$ cat src/rtl/issue_bus_arbiter.sv
// Purpose: round-robin arbiter sharing one issue bus between N_REQ reservation stations.
// Latency: 1 cycle from request to out_valid when empty or when the consumer is ready.
// Backpressure: the output register holds while full and not ready; no acks are issued.
module issue_bus_arbiter #(
  parameter int XLEN   = 32,
  parameter int N_REQ  = 4,
  parameter int NAME_W = 8,
  parameter int TYPE_W = 4,
  parameter int INFO_W = 2*XLEN + NAME_W + 24 + TYPE_W + 5,
  parameter int SRC_W  = $clog2(N_REQ)
) (
  input  logic                    clk,
  input  logic                    reset,
  input  logic                    flush,
  input  logic [N_REQ-1:0]        req_valid,
  input  logic [N_REQ*INFO_W-1:0] req_info,
  output logic [N_REQ-1:0]        req_ack,
  output logic                    out_valid,
  input  logic                    out_ready,
  output logic [INFO_W-1:0]       out_info,
  output logic [SRC_W-1:0]        out_src
);

  // Field layout of one instruction record, MSB first.
  typedef struct packed {
    logic [XLEN-1:0]   address;
    logic [XLEN-1:0]   immediate;
    logic [NAME_W-1:0] instr_name;
    logic [23:0]       regs;
    logic [TYPE_W-1:0] instr_type;
    logic [4:0]        flags;
  } info_t;

  typedef enum logic {EMPTY = 1'b0, FULL = 1'b1} state_t;

  state_t           state_q, state_d;
  info_t            info_q, info_d;
  logic [SRC_W-1:0] src_q, src_d;
  logic [SRC_W-1:0] ptr_q, ptr_d;

  logic             cap;
  logic             found;
  logic [SRC_W-1:0] win;

  // Capture is possible when not flushing and the output slot is free or draining now.
  assign cap = !flush && ((state_q == EMPTY) || out_ready);

  // Scan from ptr upward with wrap; the first valid requester wins.
  always_comb begin
    logic [SRC_W-1:0] idx;
    found = 1'b0;
    win   = '0;
    idx   = '0;
    for (int k = 0; k < N_REQ; k++) begin
      idx = SRC_W'((int'(ptr_q) + k) % N_REQ);
      if (!found && req_valid[idx]) begin
        found = 1'b1;
        win   = idx;
      end
    end
  end

  // One-hot ack to the winner on a capture cycle; suppressed while reset is held.
  always_comb begin
    req_ack = '0;
    if (cap && found && !reset) begin
      req_ack[win] = 1'b1;
    end
  end

  // Next-state: flush clears, capture loads or empties, otherwise hold.
  always_comb begin
    state_d = state_q;
    info_d  = info_q;
    src_d   = src_q;
    ptr_d   = ptr_q;
    if (flush) begin
      state_d = EMPTY;
      info_d  = '0;
      src_d   = '0;
    end else if (cap) begin
      if (found) begin
        state_d = FULL;
        info_d  = info_t'(req_info[int'(win)*INFO_W +: INFO_W]);
        src_d   = win;
        ptr_d   = (win == SRC_W'(N_REQ - 1)) ? '0 : win + 1'b1;
      end else begin
        state_d = EMPTY;
        info_d  = '0;
        src_d   = '0;
      end
    end
  end

  // State and output register; reset discards any held record immediately.
  always_ff @(posedge clk or posedge reset) begin
    if (reset) begin
      state_q <= EMPTY;
      info_q  <= '0;
      src_q   <= '0;
      ptr_q   <= '0;
    end else begin
      state_q <= state_d;
      info_q  <= info_d;
      src_q   <= src_d;
      ptr_q   <= ptr_d;
    end
  end

  assign out_valid = (state_q == FULL);
  assign out_info  = info_q;
  assign out_src   = src_q;

endmodule

$ cat config.mk
export PLATFORM = sky130hd
export DESIGN_NAME = issue_bus_arbiter
export DESIGN_NICKNAME = d
export VERILOG_FILES = /design/src/rtl/issue_bus_arbiter.sv
export SDC_FILE = /design/constraint.sdc
export NUM_CORES = 1
export LEC_CHECK = 0
export ABC_AREA = 1
export BUFFER_PORTS_ARGS = -buffer_cell sky130_fd_sc_hd__buf_2
export CAP_MARGIN = 30
export CORE_AREA = 8 8 206 208
export DETAILED_ROUTE_END_ITERATION = 6
export DIE_AREA = 0 0 214 216
export HOLD_SLACK_MARGIN = 0.03
export PLACE_DENSITY = 0.5
export SETUP_SLACK_MARGIN = 0.1
export SLEW_MARGIN = 20
export SYNTH_ARGS = -nofsm -noshare
export SYNTH_HDL_FRONTEND = slang
export SYNTH_SLANG_ARGS = --single-unit
$ cat constraint.sdc
create_clock -name clk -period 13 [get_ports clk]
set_clock_uncertainty 0.15 [all_clocks]
set_input_delay 2.6 -clock clk [delete_from_list [all_inputs] [get_ports clk]]
set_output_delay 2.6 -clock clk [all_outputs]
set_load 0.03 [all_outputs]
* After elaboration in Yosys (flattened, before gate mapping)
Index checks and enable logic that the tools add are counted.
Widths: inputs -> output; s select.
** Word-level totals
- Flip-flop bits (word level) :: 110
- Bits of input ports :: 428
- Output and inout port bits :: 112
** Operators by class
- $add $sub $neg :: 4
- Multipliers :: 1
- Order comparisons :: 6
- Equality and inequality tests :: 1
- Shift operators :: 1
- Mux-type cells :: 29
- Bitwise logic cells :: 2
- Reductions and logical operators :: 15
** Operators with widths (number)
- $shiftx 420x10->105 :: 1
- $mux 105 :: 3
- $mux 2 :: 8
- $lt 2x3->1 const B :: 5
- $mux 1 :: 12
- $mul 2x7->9 const B :: 1
- $bmux 1 s2 :: 4
- $logic_and 1x1->1 :: 7
- $logic_not 1->1 :: 5
- $add 2x1->2 const B :: 2
- $add 2x2->2 const B :: 2
- $mux 4 :: 1
- $reduce_and 3->1 :: 1
- $demux 1 s2 :: 1
- $eq 2x2->1 const B :: 1
- $ge 2x1->1 const B :: 1
- $not 1->1 :: 2
- $reduce_bool 2->1 :: 1
- $logic_or 1x1->1 :: 1

* Logic depth before layout (Yosys ltp)
Gate-level depths: netlist of the first run.
- Depth in word-level cells :: 17
- Mapped depth :: 16
- Depth with buffers taken out :: 13

* Worst setup path after synthesis of the first run
OpenSTA, ideal clock, no wires.
- Path type :: input -> output
- Start point :: input port reset
- End point :: output port req_ack[0]
- Arrival time :: 5.805 ns
- Setup slack :: 4.445 ns
- Cell stages on the path :: 3
- Path through :: inv_1 > nand2_1 > nor2_1
** Between the ends
- Word-level cells in the longest chain between the ends :: 3
** Ends and longest elaborated chain
- start: declaration :: RTL line 13 : input logic reset,
- $logic_not 1->1 (no source line)
- $logic_and 1x1->1 :: RTL line 66 : if (cap && found && !reset) begin
- $mux 4 :: RTL line 66
- end: declaration :: RTL line 17 : output logic [N_REQ-1:0] req_ack,
No other way between the ends.

* Worst setup path after layout of the first run
- Start point :: input port req_valid[3]
- End point :: output port req_ack[3]
** Between the ends
- Word-level cells in the longest chain between the ends :: 17
- Elaborated cells between the ends (all ways) :: 30
** Ends and longest elaborated chain
- start: declaration :: RTL line 15 : input logic [N_REQ-1:0] req_valid,
- $bmux 1 s2 :: RTL line 56 : if (!found && req_valid[idx]) begin
- $mux 1 (implied by the code) :: RTL line 56
- $mux 1 :: RTL line 56
- $logic_not 1->1 :: RTL line 56
- $logic_and 1x1->1 :: RTL line 56
- $mux 1 :: RTL line 56
- $logic_not 1->1 :: RTL line 56
- $logic_and 1x1->1 :: RTL line 56
- $mux 1 :: RTL line 56
- $logic_not 1->1 :: RTL line 56
- $logic_and 1x1->1 :: RTL line 56
- $mux 2 :: RTL line 56
- $lt 2x3->1 (implied by the code) or $ge 2x1->1 (tied branches) :: RTL line 67 : req_ack[win] = 1'b1;
- $logic_and 1x1->1 (implied by the code) :: RTL line 67
- $mux 1 (implied by the code) :: RTL line 67
- $demux 1 s2 :: RTL line 67
- $mux 4 (*) :: RTL line 66
Mark *: on every way between the ends. The rest lies on a longest branch, timed or not. The select of a mux whose other input is x is not followed.

==> results of run 1 <==
==> final timing paths <==
path,start,end
max in group asynchronous,reset,out_info[97]$_DFFE_PP0P_
min in group asynchronous,reset,out_info[95]$_DFFE_PP0P_
max,req_valid[3],req_ack[3]
min reg2reg,out_info[95]$_DFFE_PP0P_,out_info[95]$_DFFE_PP0P_
min,out_info[95]$_DFFE_PP0P_,out_info[95]$_DFFE_PP0P_
max reg2reg,ptr_q[0]$_DFFE_PP0P_,out_info[101]$_DFFE_PP0P_
==> routing by layer <==
layer / global-route usage / wire, µm / up-vias / share of wire
met3: 0.0501 / 3030 / 62 / 0.066
li1: - / - / 5350 / -
met5: 0 / 18 / - / 0.00040
met1: 0.229 / 19000 / 5417 / 0.42
met4: 0.0580 / 1110 / 4 / 0.024
met2: 0.316 / 22400 / 492 / 0.49
==> sequential cells by signal (all words and copies together), names as in the netlist <==
signal     flops
out_info     105
out_src        2
ptr_q          2
out_valid      1
==> layout make-up <==
type,count,area (µm²)
timing repair buffer,552,2800
multi-input combinational,1017,4870
tap,525,657
antenna,13,32.5
fill,4477,27700
inverter,20,90.1
clock inverter,5,36.3
clock buffer,10,239
sequential,110,2750
==> logic make-up after synthesis <==
family / share of synthesized area
buf+inv: 0.0964
simple gates: 0.566
flops: 0.328
fa+ha+maj: 0.00596
compound gates: 0.00358
==> per-stage QoR <==
step	instances	power, mW	setup WS [ps]	util
2_1_floorplan	1285	2.76	4440	-
3_3_place_gp	2224	3.45	4080	0.285
3_5_place_dp	2224	3.48	4020	0.285
4_1_cts	2239	3.78	4010	0.292
5_1_grt	2251	4.08	3690	0.293
6_report	2252	3.73	3900	0.293
==> layout by cell type (no fill, tap or decap), types with 5 or more instances in the layout <==
master | Yosys | layout
nand4_1 | 211 | 211
o21ai_0 | 5 | 5
nand3_1 | 323 | 323
dfrtp_1 | 110 | 110
buf_4 | 4 | 13
inv_1 | 16 | 14
diode_2 | 0 | 13
buf_2 | 105 | 539
nand2_1 | 462 | 462
clkbuf_16 | 0 | 9
==> worst reg2reg max path: stages (launching register included) <==
cell and delay (ps):
dfrtp_1 620, inv_4 150, nand2_1 110, nand2_2 90, nand2_1 90, nand2_1 100
nor2_4 150, nand3_4 690, buf_4 740, nand3_4 760, buf_4 760, nand2_1 330
nand3_1 140, nand3_1 130, nand2_1 90
==> power breakdown <==
| group | internal, mW | switching, mW | total (mW) |
|---|---|---|---|
| Sequential | 0.486 | 0.0760 | 0.562 |
| Combinational | 0.794 | 2.10 | 2.89 |
| Clock | 0.135 | 0.143 | 0.278 |
==> summary.md, run 1 <==
| Metric | Value |
|---|---|
| Post-Syn Nets | 1,717 |
| Core area | 0.0392 mm² |
| CP max-delay cell | nand3_4 |
| Drt first pass iters | 5 |
| Final hold violation count | 0 |
| Via Count | 11,325 |
| Post-DP Area | 0.0112 mm² |
| Layout area overhead | 36.6% |
| Final Max Tran Viols | 0 |
| RSZ-0062 raised after global routing | false |
| Synth Warn # | 0 |
| # H-tree levels | 3 |
| Unique masters post-synth | 20 |
| Crit path max fanout | 76 |
| Initial core utilization | 0.214 |
| R2R depth | 14 |
| Run status | complete, no violations |
| Starting DRC count in detailed routing | 1,098 |
| GP Congestion | 0.935 |
| Total congestion overflow | 0 |
| Arrival @ worst endpoint | 6350 ps |
| Fmax | 110 MHz |
| Reg2reg setup slack | 7850 ps |
| CP top delay family | simple AND/OR/NAND/NOR gates |
| Wire per inst | 20.2 µm |
| CP Buf/Inv Count | 7 |
| Port Buffers | 539 |
| Hold_buf cts | 0 |
| Num CTS Buffers | 9 |
| Yosys reg bits | 110 |
| Critical path class | in2out |
| Site Rows | 73 |
| Nets | 2,142 |
| Die height | 216 µm |
| Synthesized area | 0.00840 mm² |
| Max incr delay on CP | 830 ps |
| Antenna-violating nets left | 0 |
| Worst-margin pin slew | 1030 ps |
| Hpwl dp | 33,900 µm |
| Peak VDD IR | 0.201 mV |
| Clock Path Buffers | 2 |
| Worst skew pair latency | 370 ps |
| Synth async-reset ratio | 1.00 |
| Top cells by count, synth | nand2_1 (462), nand3_1 (323), nand4_1 (211) |
| Synth top area cells | dfrtp_1 (33%), nand2_1 (21%), nand3_1 (19%), nand4_1 (16%), buf_2 (6.3%) |
| CTS tree | built |
| DRC | 0 |
| # Post-CTS Setup Buffers | 0 |
| Fin Hold WS | 326 ps |
| Setup Viol. Count Final | 0 |
| Total track usage | 0.187 |
| Worst setup EP type | primary output |
| Post-synth top area share | 0.328 |
| Post-synth top flop | dfrtp_1 |
| Routed wire length | 45,500 µm |
| Most used standard cell by instance count after synthesis | nand2_1 |
| Worst hold path depth | 2 |
| Cell depth of the worst setup path | 14 |
| Area of the die | 0.0462 mm² |
| Leading area contributor after synthesis | dfrtp_1 |
| Number of global-route vias before repair | 11,309 |
| Global-route wire length before repair | 68,500 µm |
| Finished Cell Area | 0.0115 mm² |
| Setup tns final | 0 ps |
| # IOs | 540 |
| Number of flops mapped to enable cells by yosys | 0 |
| Post-Syn Instances | 1,285 |
| Clock transition at the registers of the reported paths | 70 ps |
| Synthesized area per cell | 6.53 µm² |
| Nature of the critical path startpoint | input pin |
| Max_slew headroom | 0.315 |
| Largest net degree at the start of global routing | 139 |
| Top cell by count, worst path | inv_1 |
| Vias/cell | 5.03 |
| Worst min-delay path category | reg2reg |
| Power Density | 326 mW/mm² |
| Cell chain of the critical path | buf_2 > inv_1 > nand2_1 > nand3_1 > nand2_1 > inv_1 > nand3_4 > buf_4 > nand3_4 > inv_1 > ha_1 > inv_1 > nor2_1 > buf_2 |
| Sequential fraction of the synthesis area | 0.328 |
| Final period utilization | 0.700 |
| Post-cts repair resize count | 0 |
| Min cycle time layout | 9100 ps |
| Critical Path RT | 10,250 ps |
| Die extent in x | 214 µm |
| Clk sink count | 110 |
| LEAKAGE | 6.28 nW |
| Antenna violations before repair | 14 |
| Max Cap Viol | 0 |
| Layout cells sized above 1 | 0.338 |
| Clk root buf | clkbuf_16 |
(Power assumes the default switching activity.)
==> run 2, diff against run 1 <==
--- a/config.mk
+++ b/config.mk
@@ -5,12 +5,12 @@
 export SDC_FILE = /design/constraint.sdc
 export NUM_CORES = 1
 export LEC_CHECK = 0
-export ABC_AREA = 1
+export ABC_AREA = 0
 export BUFFER_PORTS_ARGS = -buffer_cell sky130_fd_sc_hd__buf_2
 export CAP_MARGIN = 30
-export CORE_AREA = 8 8 206 208
+export CORE_AREA = 8 8 201 203
 export DETAILED_ROUTE_END_ITERATION = 6
-export DIE_AREA = 0 0 214 216
+export DIE_AREA = 0 0 209 211
 export HOLD_SLACK_MARGIN = 0.03
 export PLACE_DENSITY = 0.5
 export SETUP_SLACK_MARGIN = 0.1
==> constraint.sdc (replaced) <==
create_clock -name clk -period 7.7 [get_ports clk]
set_clock_uncertainty 0.15 [all_clocks]
set_input_delay 1.54 -clock clk [delete_from_list [all_inputs] [get_ports clk]]
set_output_delay 1.54 -clock clk [all_outputs]
set_load 0.03 [all_outputs]
==> run 2 against run 1 <==
  * Core utilization decreased by 1.4 points
  * Wire length decreased by 23%
  * Area after synthesis decreased by 16%
  * Final cell count decreased by 15%
  * Die area decreased by 4.6%
  * Synthesized cell count decreased by 25%
  * Non-clock buffer count decreased by 2
  * Setup slack got worse by 1200 ps
  * Final area decreased by 9.9%
  * Global-route usage decreased by 3.6 points
  * Critical path type unchanged
  * Largest power group unchanged
==> summary.md, run 2 <==
| Metric | Value |
|---|---|
| Run status | complete, no violations |
| Synthesized area | 0.00709 mm² (-16%) |
| Yosys reg bits | 110 (unchanged) |
| Synthesized area per cell | 7.38 µm² (+13%) |
| Global-route wire length before repair | 52,500 µm (-23%) |
| Commonest non-fill, non-tap cells in the layout | buf_2 (539), nand2_1 (423), a21oi_1 (212) |
| Top cell by count, worst path | buf_2 |
| Xor/xnor share of the synthesized area | 0 (unchanged) |
| Hold_buf cts | 0 (unchanged) |
| Final period utilization | 0.644 |
| Commonest non-fill, non-tap cell in the layout | buf_2 |
| Clk root buf | clkbuf_16 |
| Critical path class | in2out |
| Layout cells sized above 1 | 0.398 (+0.0593) |
| Post-synth top area share | 0.388 (+0.0603) |
| # IOs | 540 (unchanged) |
| Layout area overhead | 45.8% |
| Critical Path RT | 6010 ps (-4240 ps) |
| Area of the die | 0.0441 mm² (-4.6%) |
| Nature of the critical path startpoint | input pin |
| Fmax | 202 MHz |
| Cell chain of the critical path | buf_2 > a21boi_1 > o221a_4 > inv_6 > ha_1 > and3_1 > buf_2 |
| Max FFs per register | 105 (unchanged) |
| Wire per inst | 18.2 µm (-10%) |
| Leading area contributor after synthesis | dfrtp_1 |
| Max Cap Viol | 0 (unchanged) |
| Register area | 0.00275 mm² (unchanged) |
| Power Density | 259 mW/mm² (-21%) |
| Die height | 211 µm (-2.3%) |
| Fill cells | 4,153 (-7.2%) |
| Worst skew pair latency | 370 ps (about the same) |
| Final hold violation count | 0 (unchanged) |
| Multi-input gate area | 0.00383 mm² (-21%) |
| Reg2reg setup slack | 4570 ps (-3280 ps) |
| Max incr delay on CP | 550 ps (-280 ps) |
| Min cycle time layout | 4960 ps |
| Clock Path Buffers | 2 (unchanged) |
| Setup Viol. Count Final | 0 (unchanged) |
| RSZ-0062 raised after global routing | false |
| Worst-margin pin slew | 942 ps (-85.8 ps) |
| Post-Syn Instances | 961 (-25%) |
| Compound-cell area share of the yosys netlist | 0.288 (+0.284) |
| # H-tree levels | 3 (unchanged) |
| Antenna violations before repair | 4 (-10) |
| Hpwl dp | 26,700 µm (-21%) |
| Total congestion overflow | 0 (unchanged) |
| Num CTS Buffers | 9 (unchanged) |
| GP Congestion | 0.896 (-4.2%) |
| Most used standard cell by instance count after synthesis | nand2_1 |
| Starting DRC count in detailed routing | 600 (-45%) |
| Peak VDD IR | 0.180 mV (-10%) |
| DRC | 0 (unchanged) |
| Sequential fraction of the synthesis area | 0.388 (+0.0603) |
| Initial core utilization | 0.191 (-0.0233) |
| Unique masters post-synth | 31 (+55%) |
| Max_slew headroom | 0.372 (+0.0572) |
| Clk sink count | 110 (unchanged) |
| LEAKAGE | 6.26 nW (-0.25%) |
| Final std cells w/o fill | 1,923 (-15%) |
| Final Max Tran Viols | 0 (unchanged) |
| Number of global-route vias before repair | 8,985 (-21%) |
| Largest net degree at the start of global routing | 100 (-28%) |
| Pre-CTS WS | 2720 ps (-1300 ps) |
| Die extent in x | 209 µm (-2.3%) |
| Post-Syn Nets | 1,393 (-19%) |
| Multiplexer share of the synthesized area | 0.00300 (+0.00300) |
| Drt first pass iters | 5 (unchanged) |
| Site Rows | 71 (-2.7%) |
| Synth top area cells | dfrtp_1 (39%), nand2_1 (22%), a21oi_1 (15%), a211o_1 (13%), buf_2 (2.1%) |
| Post-cts repair resize count | 0 (unchanged) |
| Post-synthesis simple-gate area fraction | 0.239 (-0.327) |
| Synth Area in Adders | 0.00706 (+0.00110) |
| Total track usage | 0.151 (-0.0360) |
| Post-synth top flop | dfrtp_1 |
| Port Buffers | 539 (unchanged) |
| Main combinational cell family by area after synthesis | compound AO/OA/AOI/OAI gates |
| Arrival @ worst endpoint | 3270 ps (-3080 ps) |
| # Post-CTS Setup Buffers | 0 (unchanged) |
| Routed wire length | 35,000 µm (-23%) |
| Setup tns final | 0 ps (unchanged) |
| Vias/cell | 4.52 (-10%) |
| Antenna-violating nets left | 0 (unchanged) |
| Synth async-reset ratio | 1.00 (unchanged) |
| Worst setup EP type | primary output |
| Number of flops mapped to enable cells by yosys | 0 (unchanged) |
| Setup ws final | 2740 ps (-1150 ps) |
| Core area | 0.0371 mm² (-5.2%) |
| Crit path max fanout | 45 (-41%) |
| CP max-delay cell | o221a_4 |
| Via Count | 8,701 (-23%) |
| Top cells by count, synth | nand2_1 (423), a21oi_1 (212), dfrtp_1 (110) |
| CTS tree | built |
| DP Cell Count | 1,903 (-14%) |
| Nets | 1,873 (-13%) |
| Synth Warn # | 0 (unchanged) |
| Worst min-delay path category | reg2reg |
| Clock transition at the registers of the reported paths | 70 ps (about the same) |
[run 2: worst max-delay path, delay by kind of cell]
family                     cells  cell delay (ps)
and+or+nand+nor                1              160
buffers and inverters          3              530
AOI/OAI and AO/OA              2              750
adders and majority gates      1              270
[run 2: metal layers]
metal | vias to the layer above | share of wire | wire length, µm | track usage
li1 | 4219 | - | - | -
met1 | 4066 | 0.40 | 13900 | 0.172
met2 | 368 | 0.50 | 17600 | 0.264
met3 | 46 | 0.072 | 2530 | 0.0435
met4 | 2 | 0.027 | 952 | 0.0588
met5 | - | 0.00034 | 12 | 0
[run 2: layout make-up]
| type | instances | area share |
|---|---|---|
| diodes | 3 | 0.000726 |
| clock buffers | 10 | 0.0231 |
| clock inverters | 6 | 0.00883 |
| inverters | 4 | 0.00218 |
| multi-input cells | 766 | 0.371 |
| flip-flops and latches | 110 | 0.266 |
| well taps | 474 | 0.0574 |
| repair buffers | 550 | 0.271 |
[run 2: stage by stage]
stage	total power, mW	hold slack (ps)	utilization	cell area [µm²]
6_report	2.68	332	0.278	10300
4_1_cts	2.72	333	0.277	10300
2_1_floorplan	1.75	391	-	7090
5_1_grt	2.87	351	0.278	10300
3_5_place_dp	2.16	315	0.269	9970
3_3_place_gp	2.15	309	0.269	9970
[run 2: cells by family (layout without fill, tap and decap cells)]
logic type,count (synthesis),after routing
AOI/OAI and AO/OA,323,323
adders and majority gates,4,4
buffers and inverters,85,570
DFF,110,110
muxes,2,2
other,0,3
and+or+nand+nor,437,437
[run 2: final timing paths]
kind                                        startpoint                  endpoint  cells after the start
max in group asynchronous                        reset  out_info[28]$_DFFE_PP0P_                      4
worst max-delay path                      req_valid[1]                req_ack[2]                      7
worst min-delay path            out_src[1]$_DFFE_PP0P_    out_src[1]$_DFFE_PP0P_                      2
worst max register to register    ptr_q[1]$_DFFE_PP0P_  out_info[16]$_DFFE_PP0P_                      7
worst min register to register  out_src[1]$_DFFE_PP0P_    out_src[1]$_DFFE_PP0P_                      2
min in group asynchronous                        reset  out_info[76]$_DFFE_PP0P_                      2
[run 2: where the power goes]
| group | internal, mW | switching (mW) |
|---|---|---|
| Sequential | 0.717 | 0.0863 |
| Combinational | 0.424 | 0.913 |
| Clock | 0.298 | 0.238 |
